===== src/rtl/cordic_pkg.sv =====
// ---------------------------------------------------------------------------
// cordic_pkg
//   Shared constants and types for the CORDIC engine.
//   - MODE_ROT / MODE_VEC : run-time mode encodings
//   - ATAN_TAB            : atan(2^-i) as a binary angle, 2^31 == pi, i = 0..31
//   - INV_GAIN_Q31        : round(2^31 / K), the CORDIC gain reciprocal
//   - round_to_width()    : rounds a 32-bit binary-angle/Q31 constant to a
//                           narrower width (2^(width-1) == full scale)
//   - stage_ctl_t         : control part of a pipeline stage record
// ---------------------------------------------------------------------------
package cordic_pkg;

    localparam logic MODE_ROT = 1'b0;
    localparam logic MODE_VEC = 1'b1;

    localparam logic [31:0] ATAN_TAB [0:31] = '{
        32'h20000000, 32'h12E4051E, 32'h09FB385B, 32'h051111D4,
        32'h028B0D43, 32'h0145D7E1, 32'h00A2F61E, 32'h00517C55,
        32'h0028BE53, 32'h00145F2F, 32'h000A2F98, 32'h000517CC,
        32'h00028BE6, 32'h000145F3, 32'h0000A2FA, 32'h0000517D,
        32'h000028BE, 32'h0000145F, 32'h00000A30, 32'h00000518,
        32'h0000028C, 32'h00000146, 32'h000000A3, 32'h00000051,
        32'h00000029, 32'h00000014, 32'h0000000A, 32'h00000005,
        32'h00000003, 32'h00000001, 32'h00000001, 32'h00000000
    };

    // 1/K = 0.60725293500888 scaled by 2^31
    localparam logic [31:0] INV_GAIN_Q31 = 32'd1304065748;

    typedef struct packed {
        logic valid;
        logic mode;
    } stage_ctl_t;

    // Round-half-up from 32-bit precision down to 'width' bits.
    function automatic logic [31:0] round_to_width(input logic [31:0] v, input int width);
        if (width >= 32)
            return v;
        return (v + (32'd1 << (31 - width))) >> (32 - width);
    endfunction

endpackage


===== src/rtl/cordic_stage.sv =====
// ---------------------------------------------------------------------------
// cordic_stage
//   One registered CORDIC micro-rotation by +/- atan(2^-SHIFT).
//   Parameters: WIDTH (angle width), IW (x/y width), SHIFT (stage index),
//               ATAN (stage angle, binary angle), RST_DATA (also clear x/y/z
//               on reset; used when this stage drives the core outputs).
//   Ports:
//     clk, reset   clock, synchronous active-high reset
//     ce           advance enable; all registers hold when low
//     i_vld/i_mode valid and mode of the incoming sample
//     i_x,i_y,i_z  incoming vector / angle
//     o_vld        registered valid
//     o_x,o_y,o_z  registered rotated vector / updated angle
// ---------------------------------------------------------------------------
module cordic_stage
    import cordic_pkg::*;
#(
    parameter int               WIDTH    = 16,
    parameter int               IW       = 18,
    parameter int               SHIFT    = 0,
    parameter logic [WIDTH-1:0] ATAN     = '0,
    parameter bit               RST_DATA = 1'b0
) (
    input  logic                    clk,
    input  logic                    reset,
    input  logic                    ce,
    input  logic                    i_vld,
    input  logic                    i_mode,
    input  logic signed [IW-1:0]    i_x,
    input  logic signed [IW-1:0]    i_y,
    input  logic signed [WIDTH-1:0] i_z,
    output logic                    o_vld,
    output logic signed [IW-1:0]    o_x,
    output logic signed [IW-1:0]    o_y,
    output logic signed [WIDTH-1:0] o_z
);

    logic                    w_d;
    logic signed [IW-1:0]    w_xs;
    logic signed [IW-1:0]    w_ys;
    logic                    r_vld_p;
    logic signed [IW-1:0]    r_x_p;
    logic signed [IW-1:0]    r_y_p;
    logic signed [WIDTH-1:0] r_z_p;

    assign w_xs = i_x >>> SHIFT;
    assign w_ys = i_y >>> SHIFT;

    // d=1 rotates counter-clockwise: rotation mode drives z toward 0,
    // vectoring mode drives y toward 0.
    assign w_d = (i_mode == MODE_ROT) ? ~i_z[WIDTH-1] : i_y[IW-1];

    // stage register
    always_ff @(posedge clk) begin
        if (ce) begin
            r_x_p <= w_d ? (i_x - w_ys) : (i_x + w_ys);
            r_y_p <= w_d ? (i_y + w_xs) : (i_y - w_xs);
            r_z_p <= w_d ? (i_z - ATAN) : (i_z + ATAN);
        end
        if (reset && RST_DATA) begin
            r_x_p <= '0;
            r_y_p <= '0;
            r_z_p <= '0;
        end
    end

    always_ff @(posedge clk) begin
        if (reset)
            r_vld_p <= 1'b0;
        else if (ce)
            r_vld_p <= i_vld;
    end

    assign o_vld = r_vld_p;
    assign o_x   = r_x_p;
    assign o_y   = r_y_p;
    assign o_z   = r_z_p;

endmodule


===== src/rtl/cordic_engine.sv =====
// ---------------------------------------------------------------------------
// cordic_engine
//   Fully pipelined CORDIC core, run-time rotation/vectoring select, full
//   +/-pi range via a quadrant pre-rotation stage, valid/ready backpressure.
//   Optional macro CORDIC_GAIN_COMP_EN: adds one register stage that scales
//   x/y by 1/K (unity gain output); latency becomes STAGES+2.
//   Ports:
//     clk, reset            clock, synchronous active-high reset
//     in_valid / in_ready   input handshake (in_ready = pipeline advance)
//     mode                  0 rotation (z->0), 1 vectoring (y->0)
//     x_in, y_in, z_in      signed inputs, z in binary angle (2^(WIDTH-1)=pi)
//     out_valid / out_ready output handshake
//     x_out, y_out          WIDTH+GUARD signed results
//     z_out                 residual / accumulated angle
// ---------------------------------------------------------------------------
module cordic_engine
    import cordic_pkg::*;
#(
    parameter int WIDTH  = 16,
    parameter int STAGES = 16,
    parameter int GUARD  = 2
) (
    input  logic                          clk,
    input  logic                          reset,
    input  logic                          in_valid,
    output logic                          in_ready,
    input  logic                          mode,
    input  logic signed [WIDTH-1:0]       x_in,
    input  logic signed [WIDTH-1:0]       y_in,
    input  logic signed [WIDTH-1:0]       z_in,
    output logic                          out_valid,
    input  logic                          out_ready,
    output logic signed [WIDTH+GUARD-1:0] x_out,
    output logic signed [WIDTH+GUARD-1:0] y_out,
    output logic signed [WIDTH-1:0]       z_out
);

    localparam int IW = WIDTH + GUARD;
    localparam logic signed [WIDTH-1:0] HALF_PI = signed'({2'b01, {(WIDTH-2){1'b0}}});
    localparam logic [WIDTH-1:0]        PI_BA   = {1'b1, {(WIDTH-1){1'b0}}};

`ifdef CORDIC_GAIN_COMP_EN
    localparam bit LAST_RST = 1'b0;
    localparam logic [31:0]             INV_K_32 = round_to_width(INV_GAIN_Q31, WIDTH);
    localparam logic signed [WIDTH:0]   INV_K    = signed'({1'b0, INV_K_32[WIDTH-1:0]});

    // x * round(2^(WIDTH-1)/K) >>> (WIDTH-1); result fits IW once gain is removed.
    function automatic logic signed [IW-1:0] scale_gain(input logic signed [IW-1:0] v);
        return IW'(((IW+WIDTH+1)'(v) * (IW+WIDTH+1)'(INV_K)) >>> (WIDTH-1));
    endfunction
`else
    localparam bit LAST_RST = 1'b1;
`endif

    logic                    w_ce;
    logic                    w_flip;
    logic signed [IW-1:0]    w_x_ext;
    logic signed [IW-1:0]    w_y_ext;

    stage_ctl_t              r_ctl_p0;
    logic signed [IW-1:0]    r_x_p0;
    logic signed [IW-1:0]    r_y_p0;
    logic signed [WIDTH-1:0] r_z_p0;

    logic                    w_vld  [0:STAGES];
    logic                    w_mode [0:STAGES-1];
    logic signed [IW-1:0]    w_x    [0:STAGES];
    logic signed [IW-1:0]    w_y    [0:STAGES];
    logic signed [WIDTH-1:0] w_z    [0:STAGES];

    // Whole pipe advances together; a held output stalls everything.
    assign w_ce     = ~out_valid | out_ready;
    assign in_ready = w_ce;

    assign w_x_ext = IW'(x_in);
    assign w_y_ext = IW'(y_in);

    // Pre-rotate by pi into the right half-plane (|angle| <= pi/2) so the
    // micro-rotations, which only cover ~+/-99.9 deg, can converge.
    assign w_flip = (mode == MODE_ROT) ? ((z_in > HALF_PI) || (z_in < -HALF_PI))
                                       : x_in[WIDTH-1];

    // stage P: pre-rotation register
    always_ff @(posedge clk) begin
        if (w_ce) begin
            r_ctl_p0.mode <= mode;
            r_x_p0        <= w_flip ? -w_x_ext : w_x_ext;
            r_y_p0        <= w_flip ? -w_y_ext : w_y_ext;
            r_z_p0        <= w_flip ? (z_in + PI_BA) : z_in;
        end
        if (reset)
            r_ctl_p0.valid <= 1'b0;
        else if (w_ce)
            r_ctl_p0.valid <= in_valid;
    end

    assign w_vld[0]  = r_ctl_p0.valid;
    assign w_mode[0] = r_ctl_p0.mode;
    assign w_x[0]    = r_x_p0;
    assign w_y[0]    = r_y_p0;
    assign w_z[0]    = r_z_p0;

    // mode rides alongside its sample, one register per stage
    for (genvar i = 1; i < STAGES; i++) begin : g_mode
        logic r_mode_p;
        always_ff @(posedge clk) begin
            if (w_ce)
                r_mode_p <= w_mode[i-1];
        end
        assign w_mode[i] = r_mode_p;
    end

    // stages 0..STAGES-1: micro-rotations
    for (genvar i = 0; i < STAGES; i++) begin : g_stage
        localparam logic [31:0] ATAN_R = round_to_width(ATAN_TAB[i], WIDTH);
        cordic_stage #(
            .WIDTH    (WIDTH),
            .IW       (IW),
            .SHIFT    (i),
            .ATAN     (ATAN_R[WIDTH-1:0]),
            .RST_DATA ((i == STAGES-1) && LAST_RST)
        ) u_stage (
            .clk    (clk),
            .reset  (reset),
            .ce     (w_ce),
            .i_vld  (w_vld[i]),
            .i_mode (w_mode[i]),
            .i_x    (w_x[i]),
            .i_y    (w_y[i]),
            .i_z    (w_z[i]),
            .o_vld  (w_vld[i+1]),
            .o_x    (w_x[i+1]),
            .o_y    (w_y[i+1]),
            .o_z    (w_z[i+1])
        );
    end

`ifdef CORDIC_GAIN_COMP_EN
    logic                    r_vld_pg;
    logic signed [IW-1:0]    r_x_pg;
    logic signed [IW-1:0]    r_y_pg;
    logic signed [WIDTH-1:0] r_z_pg;

    // stage G: gain compensation
    always_ff @(posedge clk) begin
        if (reset) begin
            r_vld_pg <= 1'b0;
            r_x_pg   <= '0;
            r_y_pg   <= '0;
            r_z_pg   <= '0;
        end else if (w_ce) begin
            r_vld_pg <= w_vld[STAGES];
            r_x_pg   <= scale_gain(w_x[STAGES]);
            r_y_pg   <= scale_gain(w_y[STAGES]);
            r_z_pg   <= w_z[STAGES];
        end
    end

    assign out_valid = r_vld_pg;
    assign x_out     = r_x_pg;
    assign y_out     = r_y_pg;
    assign z_out     = r_z_pg;
`else
    assign out_valid = w_vld[STAGES];
    assign x_out     = w_x[STAGES];
    assign y_out     = w_y[STAGES];
    assign z_out     = w_z[STAGES];
`endif

endmodule

===== config.mk =====
export PLATFORM = sky130hd
export DESIGN_NAME = cordic_engine
export DESIGN_NICKNAME = d
export VERILOG_FILES = /design/src/rtl/cordic_pkg.sv /design/src/rtl/cordic_stage.sv /design/src/rtl/cordic_engine.sv
export SDC_FILE = /design/constraint.sdc
export NUM_CORES = 2
export LEC_CHECK = 0
export CAP_MARGIN = 20
export CORE_UTILIZATION = 58
export CTS_CLUSTER_DIAMETER = 150
export DETAILED_ROUTE_END_ITERATION = 7
export PLACE_DENSITY = 0.76
export RECOVER_POWER = 50
export SYNTH_ARGS = -nofsm -noshare
export SYNTH_HDL_FRONTEND = slang
export SYNTH_SLANG_ARGS = --single-unit

===== constraint.sdc =====
create_clock -name clk -period 40.4 [get_ports clk]
set_clock_uncertainty 0.2 [all_clocks]
set_input_delay 8.08 -clock clk [delete_from_list [all_inputs] [get_ports clk]]
set_output_delay 8.08 -clock clk [all_outputs]
set_load 0.005 [all_outputs]

# ---- Yosys cells after proc, flatten, opt, wreduce, memory -nomap -nowiden
# Index checks and enable logic that the tools add are counted.
dict set report word_totals {
  input_bits 53
  wordCells 268
  out_inout_bits 54
  ff_bits 917
}
dict set report op_classes {
  bitwise 18
  muxes 67
  n_reduce_logical 1
  add_sub_neg 96
  n_lt_le_gt_ge 2
}
# operator n
set ops {}
lappend ops {{$mux W18} 34}
lappend ops {{$mux W16} 16}
lappend ops {{$add A18 B10 Y18} 2}
lappend ops {{$add A18 B11 Y18} 2}
lappend ops {{$add A18 B12 Y18} 2}
lappend ops {{$add A18 B13 Y18} 2}
lappend ops {{$add A18 B14 Y18} 2}
lappend ops {{$add A18 B15 Y18} 2}
lappend ops {{$add A18 B16 Y18} 2}
lappend ops {{$add A18 B17 Y18} 2}
lappend ops {{$add A18 B3 Y18} 2}
lappend ops {{$add A18 B4 Y18} 2}
lappend ops {{$add A18 B5 Y18} 2}
lappend ops {{$add A18 B6 Y18} 2}
lappend ops {{$add A18 B7 Y18} 2}
lappend ops {{$add A18 B8 Y18} 2}
lappend ops {{$add A18 B9 Y18} 2}
lappend ops {{$neg A16 Y18} 2}
lappend ops {{$sub A18 B10 Y18} 2}
lappend ops {{$sub A18 B11 Y18} 2}
lappend ops {{$sub A18 B12 Y18} 2}
lappend ops {{$sub A18 B13 Y18} 2}
lappend ops {{$sub A18 B14 Y18} 2}
lappend ops {{$sub A18 B15 Y18} 2}
lappend ops {{other kinds (46)} 90}

# ---- Depth between registers and ports, before layout
dict set report depth {
  word_depth 4
  depth_mapped 17
  mapped_depth_nobuf 16
}

# ---- By module
# From an unflattened synthesis, not the netlist that was laid out.
dict set report hier_totals {
  hier_cells 7518
  area_unflattened_um2 73583.1
}
# module area_each_um2 instances seq_area_each_um2 cells_per_inst
set by_module_without_submodules {}
lappend by_module_without_submodules {{cordic_stage (g_stage[2].u_stage)} 4580.6 1 1581.5 470}
lappend by_module_without_submodules {{cordic_stage (g_stage[8].u_stage)} 4576.9 1 1581.5 467}
lappend by_module_without_submodules {{cordic_stage (g_stage[13].u_stage)} 4568.1 1 1581.5 498}
lappend by_module_without_submodules {{cordic_stage (g_stage[6].u_stage)} 4566.9 1 1581.5 487}
lappend by_module_without_submodules {{cordic_stage (g_stage[3].u_stage)} 4538.1 1 1581.5 458}
lappend by_module_without_submodules {{cordic_stage (g_stage[11].u_stage)} 4536.9 1 1581.5 473}
lappend by_module_without_submodules {{cordic_stage (g_stage[0].u_stage)} 4466.8 1 1551.5 459}
lappend by_module_without_submodules {{cordic_stage (g_stage[4].u_stage)} 4459.3 1 1581.5 466}
lappend by_module_without_submodules {{cordic_stage (g_stage[5].u_stage)} 4444.3 1 1581.5 455}
lappend by_module_without_submodules {{cordic_stage (g_stage[1].u_stage)} 4440.5 1 1581.5 449}
lappend by_module_without_submodules {{cordic_stage (g_stage[10].u_stage)} 4435.5 1 1581.5 453}
lappend by_module_without_submodules {{cordic_stage (g_stage[12].u_stage)} 4428.0 1 1581.5 444}
lappend by_module_without_submodules {{cordic_stage (g_stage[14].u_stage)} 4346.7 1 1581.5 439}
lappend by_module_without_submodules {{cordic_stage (g_stage[9].u_stage)} 4320.4 1 1581.5 439}
lappend by_module_without_submodules {{+3 rows} - - - -}

# ---- Least setup slack after synthesis
# Ideal clock, no wire load.
dict set report synth_path {
  path_type {input -> output}
  startpoint {input port out_ready}
  endpoint {output port in_ready}
  arrival_ps 31641
  t_required_ps 32120
  n_path_buf 3
  slack_ps 479
  stages 5
  cell_sequence {nor2b_1 -> clkbuf_1 -> inv_1 -> clkbuf_1 -> clkbuf_1}
}
dict set report synth_between {
  elab_chain_len 1
}
# item line_no
set synth_rtl {}
lappend synth_rtl {{from (decl)} cordic_engine.sv:32} ;# input logic out_ready,
lappend synth_rtl {{$or A1 B1 Y1} cordic_engine.sv:72} ;# assign w_ce = ~out_valid | out_ready;
lappend synth_rtl {{to (decl)} cordic_engine.sv:26} ;# output logic in_ready,
# No other way between the ends.

# ---- Worst setup path after layout
# Same ends and word-level chain as after synthesis.

==> impl_metrics.yaml <==
outcome:
  status: "finished, violations left"
  failed_checks: "max-capacitance violations, max-slew violations"
sta:
  fin_crit_ns: 22.43
  hold_violations: 0
  fmax_mhz: 44.6
  tns_ns: 0
  max-slew-margin-rel_pct: -54.5
  rsz0062_at_grt: "false"
  worstMarginPinSlew_ns: 2.32
  finalSetupViolCount: 0
  maxSlewViolCount: 269
  fin_crit_sh_pct: 55.5
detailed_routing:
  wl_per_cell_um: 17.3
  dr.pass1.iters: 5
  post-route-drc-count: 0
  vias: 52200
  via_per_inst: 5.96
  wl_mm: 152
  ant_nets: 0
  drtIter0Drc: 3581
logic_synthesis:
  synth_adder_area_share_pct: 16.2
  synth_fp_nets: 7924
  synth-compound-area-share_pct: 18.7
  synthMuxAreaShare_pct: 0.660
  synth-warning-count: 0
  synth_seq_cells: 916
  synth_ff_type: "edfxtp_1"
  async_flop_share_pct: 0
  synth_area_per_cell_um2: 9.90
  synth_area_mm2: 0.0693
  synth_xor_area_share_pct: 11.5
  synth-edff-count: 847
  synth_cells: 7002
  synth_top_family_by_area: "compound AO/OA/AOI/OAI gates"
  synth_cell_types: 87
  yosys.area_share.simple_pct: 11.5
  synth-seq-area-share_pct: 38.7
clock_network:
  cts_tree: "built"
  cts_buffers: 103
  root_buffer: "clkbuf_16"
  cts_resized: 0
  clock_latency_ns: 0.71
  h-tree-depth: 3
  cts_buffer_depth: 3
  cts.sinks: 916
  cts_setup_buffers: 0
  clk_pin_slew_worst_paths_ns: 0.06
  hold_buffers: 0
final_layout:
  layout_common_cells: "edfxtp_1 (847), ha_1 (821), a21oi_1 (740)"
  final_common_cell: "edfxtp_1"
  layout-drive-gt1-share_pct: 3.31
  synthToLayoutAreaGrowth_pct: 8.95
  utilization_pct: 63.9
  fillers: 9459
  multiInputGateArea_mm2: 0.0406
  fin_nets: 8060
  seqCellArea_mm2: 0.0268
  n_antenna_cell: 0
global_routing:
  grt_max_degree: 176
  antenna_found_initial: 0
  gr-usage-all-layers_pct: 24.7
  grt_busiest_layer: "met2"
  met1_usage_pct: 32.2
  grt_pass1_vias: 49900
  met3_usage_pct: 2.63
  grt_pass1_wl_mm: 249
  overflow: 0
  gr-usage-met2_pct: 43.0
worst_setup_path:
  r2r_slack_ns: 31.79
  cp.required_ns: 32.12
  r2r_cells: 9
  crit_buf_inv: 4
  critPathLaunchType: "input port"
  cpLargestDelayFamily: "buffers and inverters"
  crit_type: "input port to primary output"
  cp.arrival_ns: 14.15
  cp-end-kind: "primary output"
  cp-startpoint: "out_ready"
  cpPeakStageDelay_ns: 2.64
  crit_chain: "dlygate4sd3_1 > nor2b_4 > clkbuf_1 > clkinvlp_2 > clkdlybuf4s50_1"
  worstReg2RegStart: "g_stage[15].u_stage.o_vld$_SDFFE_PP0P_"
  cp_max_fo: 55
  r2r_end: "g_stage[2].u_stage.o_z[5]$_DFFE_PP_"
  cp_slowest_cell: "clkinvlp_2"
floorplanning:
  die_h_um: 348
  io_pins: 107
  coreArea_mm2: 0.118
  dieArea_mm2: 0.121
  rows: 126
  initial_core_util_pct: 58.6
  fp.dieW_um: 348
worst_hold_path:
  hp-start: "r_z_p0[8]$_DFFE_PP_"
  min_path_type: "flip-flop to flip-flop"
  hold_end: "g_stage[0].u_stage.o_z[8]$_DFFE_PP_"
  min_path_cells: 0
job:
  cap_violations: 8
placement:
  dp.final_hpwl_mm: 116
  io_buffers: 106
  gp_congestion: 0.903
-- worst reg2reg max path: stages (launching register included) --
cell	delay, ns
dfxtp_1	0.32
nor2b_4	0.12
clkbuf_1	1.65
clkinvlp_2	2.65
buf_12	0.87
buf_4	0.76
buf_4	0.43
buf_16	0.24
buf_4	0.50
buf_4	0.54
-- layer usage --
layer | vias to the layer above | part of all wire, % | wire length [µm]
li1 | 26100 | - | -
met1 | 24700 | 44 | 66900
met2 | 1227 | 48 | 73300
met3 | 273 | 4.5 | 6800
met4 | 0 | 3.2 | 4830
met5 | - | 0 | 0
-- flip-flops by register name (all words and copies together) (netlist names) --
signal and cells:
g_mode.r_mode_p 15, g_stage.u_stage.o_vld 16, g_stage.u_stage.o_x 287, g_stage.u_stage.o_y 288
g_stage.u_stage.o_z 256, r_ctl_p0 2, r_x_p0 18, r_y_p0 18
r_z_p0 16
-- metrics by stage --
step                setup slack [ns]  cell area [µm²]  hold WS, ns  cells
detailed placement             22.00            72200        0.205   8567
floorplan                      0.479            69300        0.200   7002
global route                   17.38            75500        0.221   8763
global placement               21.99            72200        0.201   8567
finish                         17.97            75500        0.218   8763
CTS                            21.99            75600        0.215   8761
-- layout make-up --
| cell class | count | area share [%] |
|---|---|---|
| inverter | 391 | 1.94 |
| clock buffer | 128 | 3.70 |
| multi-input combinational | 5591 | 53.7 |
| clock inverter | 66 | 0.888 |
| tap | 1536 | 2.54 |
| timing repair buffer | 135 | 1.69 |
| sequential | 916 | 35.5 |
-- Yosys cell counts, types with 16 or more instances --
| cell | number | area, µm² |
|---|---|---|
| a211o_1 | 17 | 149 |
| a211oi_1 | 59 | 443 |
| a21o_1 | 275 | 2060 |
| a21oi_1 | 736 | 3680 |
| a221o_1 | 17 | 170 |
| a31o_2 | 21 | 184 |
| a31oi_1 | 69 | 432 |
| a41oi_1 | 20 | 175 |
| and2_1 | 16 | 100 |
| and3_1 | 53 | 332 |
| clkbuf_1 | 89 | 334 |
| dfxtp_1 | 69 | 1380 |
| edfxtp_1 | 847 | 25400 |
| fa_1 | 48 | 961 |
| ha_1 | 821 | 10300 |
| inv_1 | 384 | 1440 |
| mux2i_1 | 30 | 300 |
| nand2_1 | 491 | 1840 |
| nand2b_1 | 98 | 613 |
| nand3_1 | 84 | 420 |
| nand4_1 | 39 | 244 |
| nor2_1 | 518 | 1940 |
| nor2b_1 | 93 | 582 |
| nor3_1 | 152 | 761 |
| nor4_1 | 50 | 313 |
| o211ai_1 | 40 | 300 |
| o21a_1 | 106 | 796 |
| o21ai_0 | 361 | 1810 |
| o21bai_1 | 90 | 676 |
| o31a_1 | 30 | 263 |
| o31ai_1 | 61 | 458 |
| o41ai_1 | 24 | 210 |
| or3_1 | 38 | 238 |
| xnor2_1 | 613 | 5370 |
| xor2_1 | 301 | 2640 |
-- how the worst max path moves through the flow --
| stage | endpoint | slack, ns | cells past startpoint |
|---|---|---|---|
| 6_report | in_ready | 17.97 | 5 |
| 4_1_cts | in_ready | 21.99 | 5 |
| 3_3_place_gp | in_ready | 21.99 | 5 |
| 2_1_floorplan | in_ready | 0.48 | 5 |
| 3_5_place_dp | in_ready | 22.00 | 5 |
| 5_1_grt | in_ready | 17.38 | 5 |
-- kinds of logic (layout without fill, tap and decap cells) --
group	Yosys count	in the layout
and+or+nand+nor	1709	1709
adders and majority gates	869	869
DFF	916	916
muxes	44	44
xor gates and xnor gates	914	914
AOI/OAI and AO/OA	2055	2055
buffers and inverters	495	720
Power is left out: the tool's default activity adds up to more than one toggle a clock period on the data nets, which glitch-free logic cannot reach.
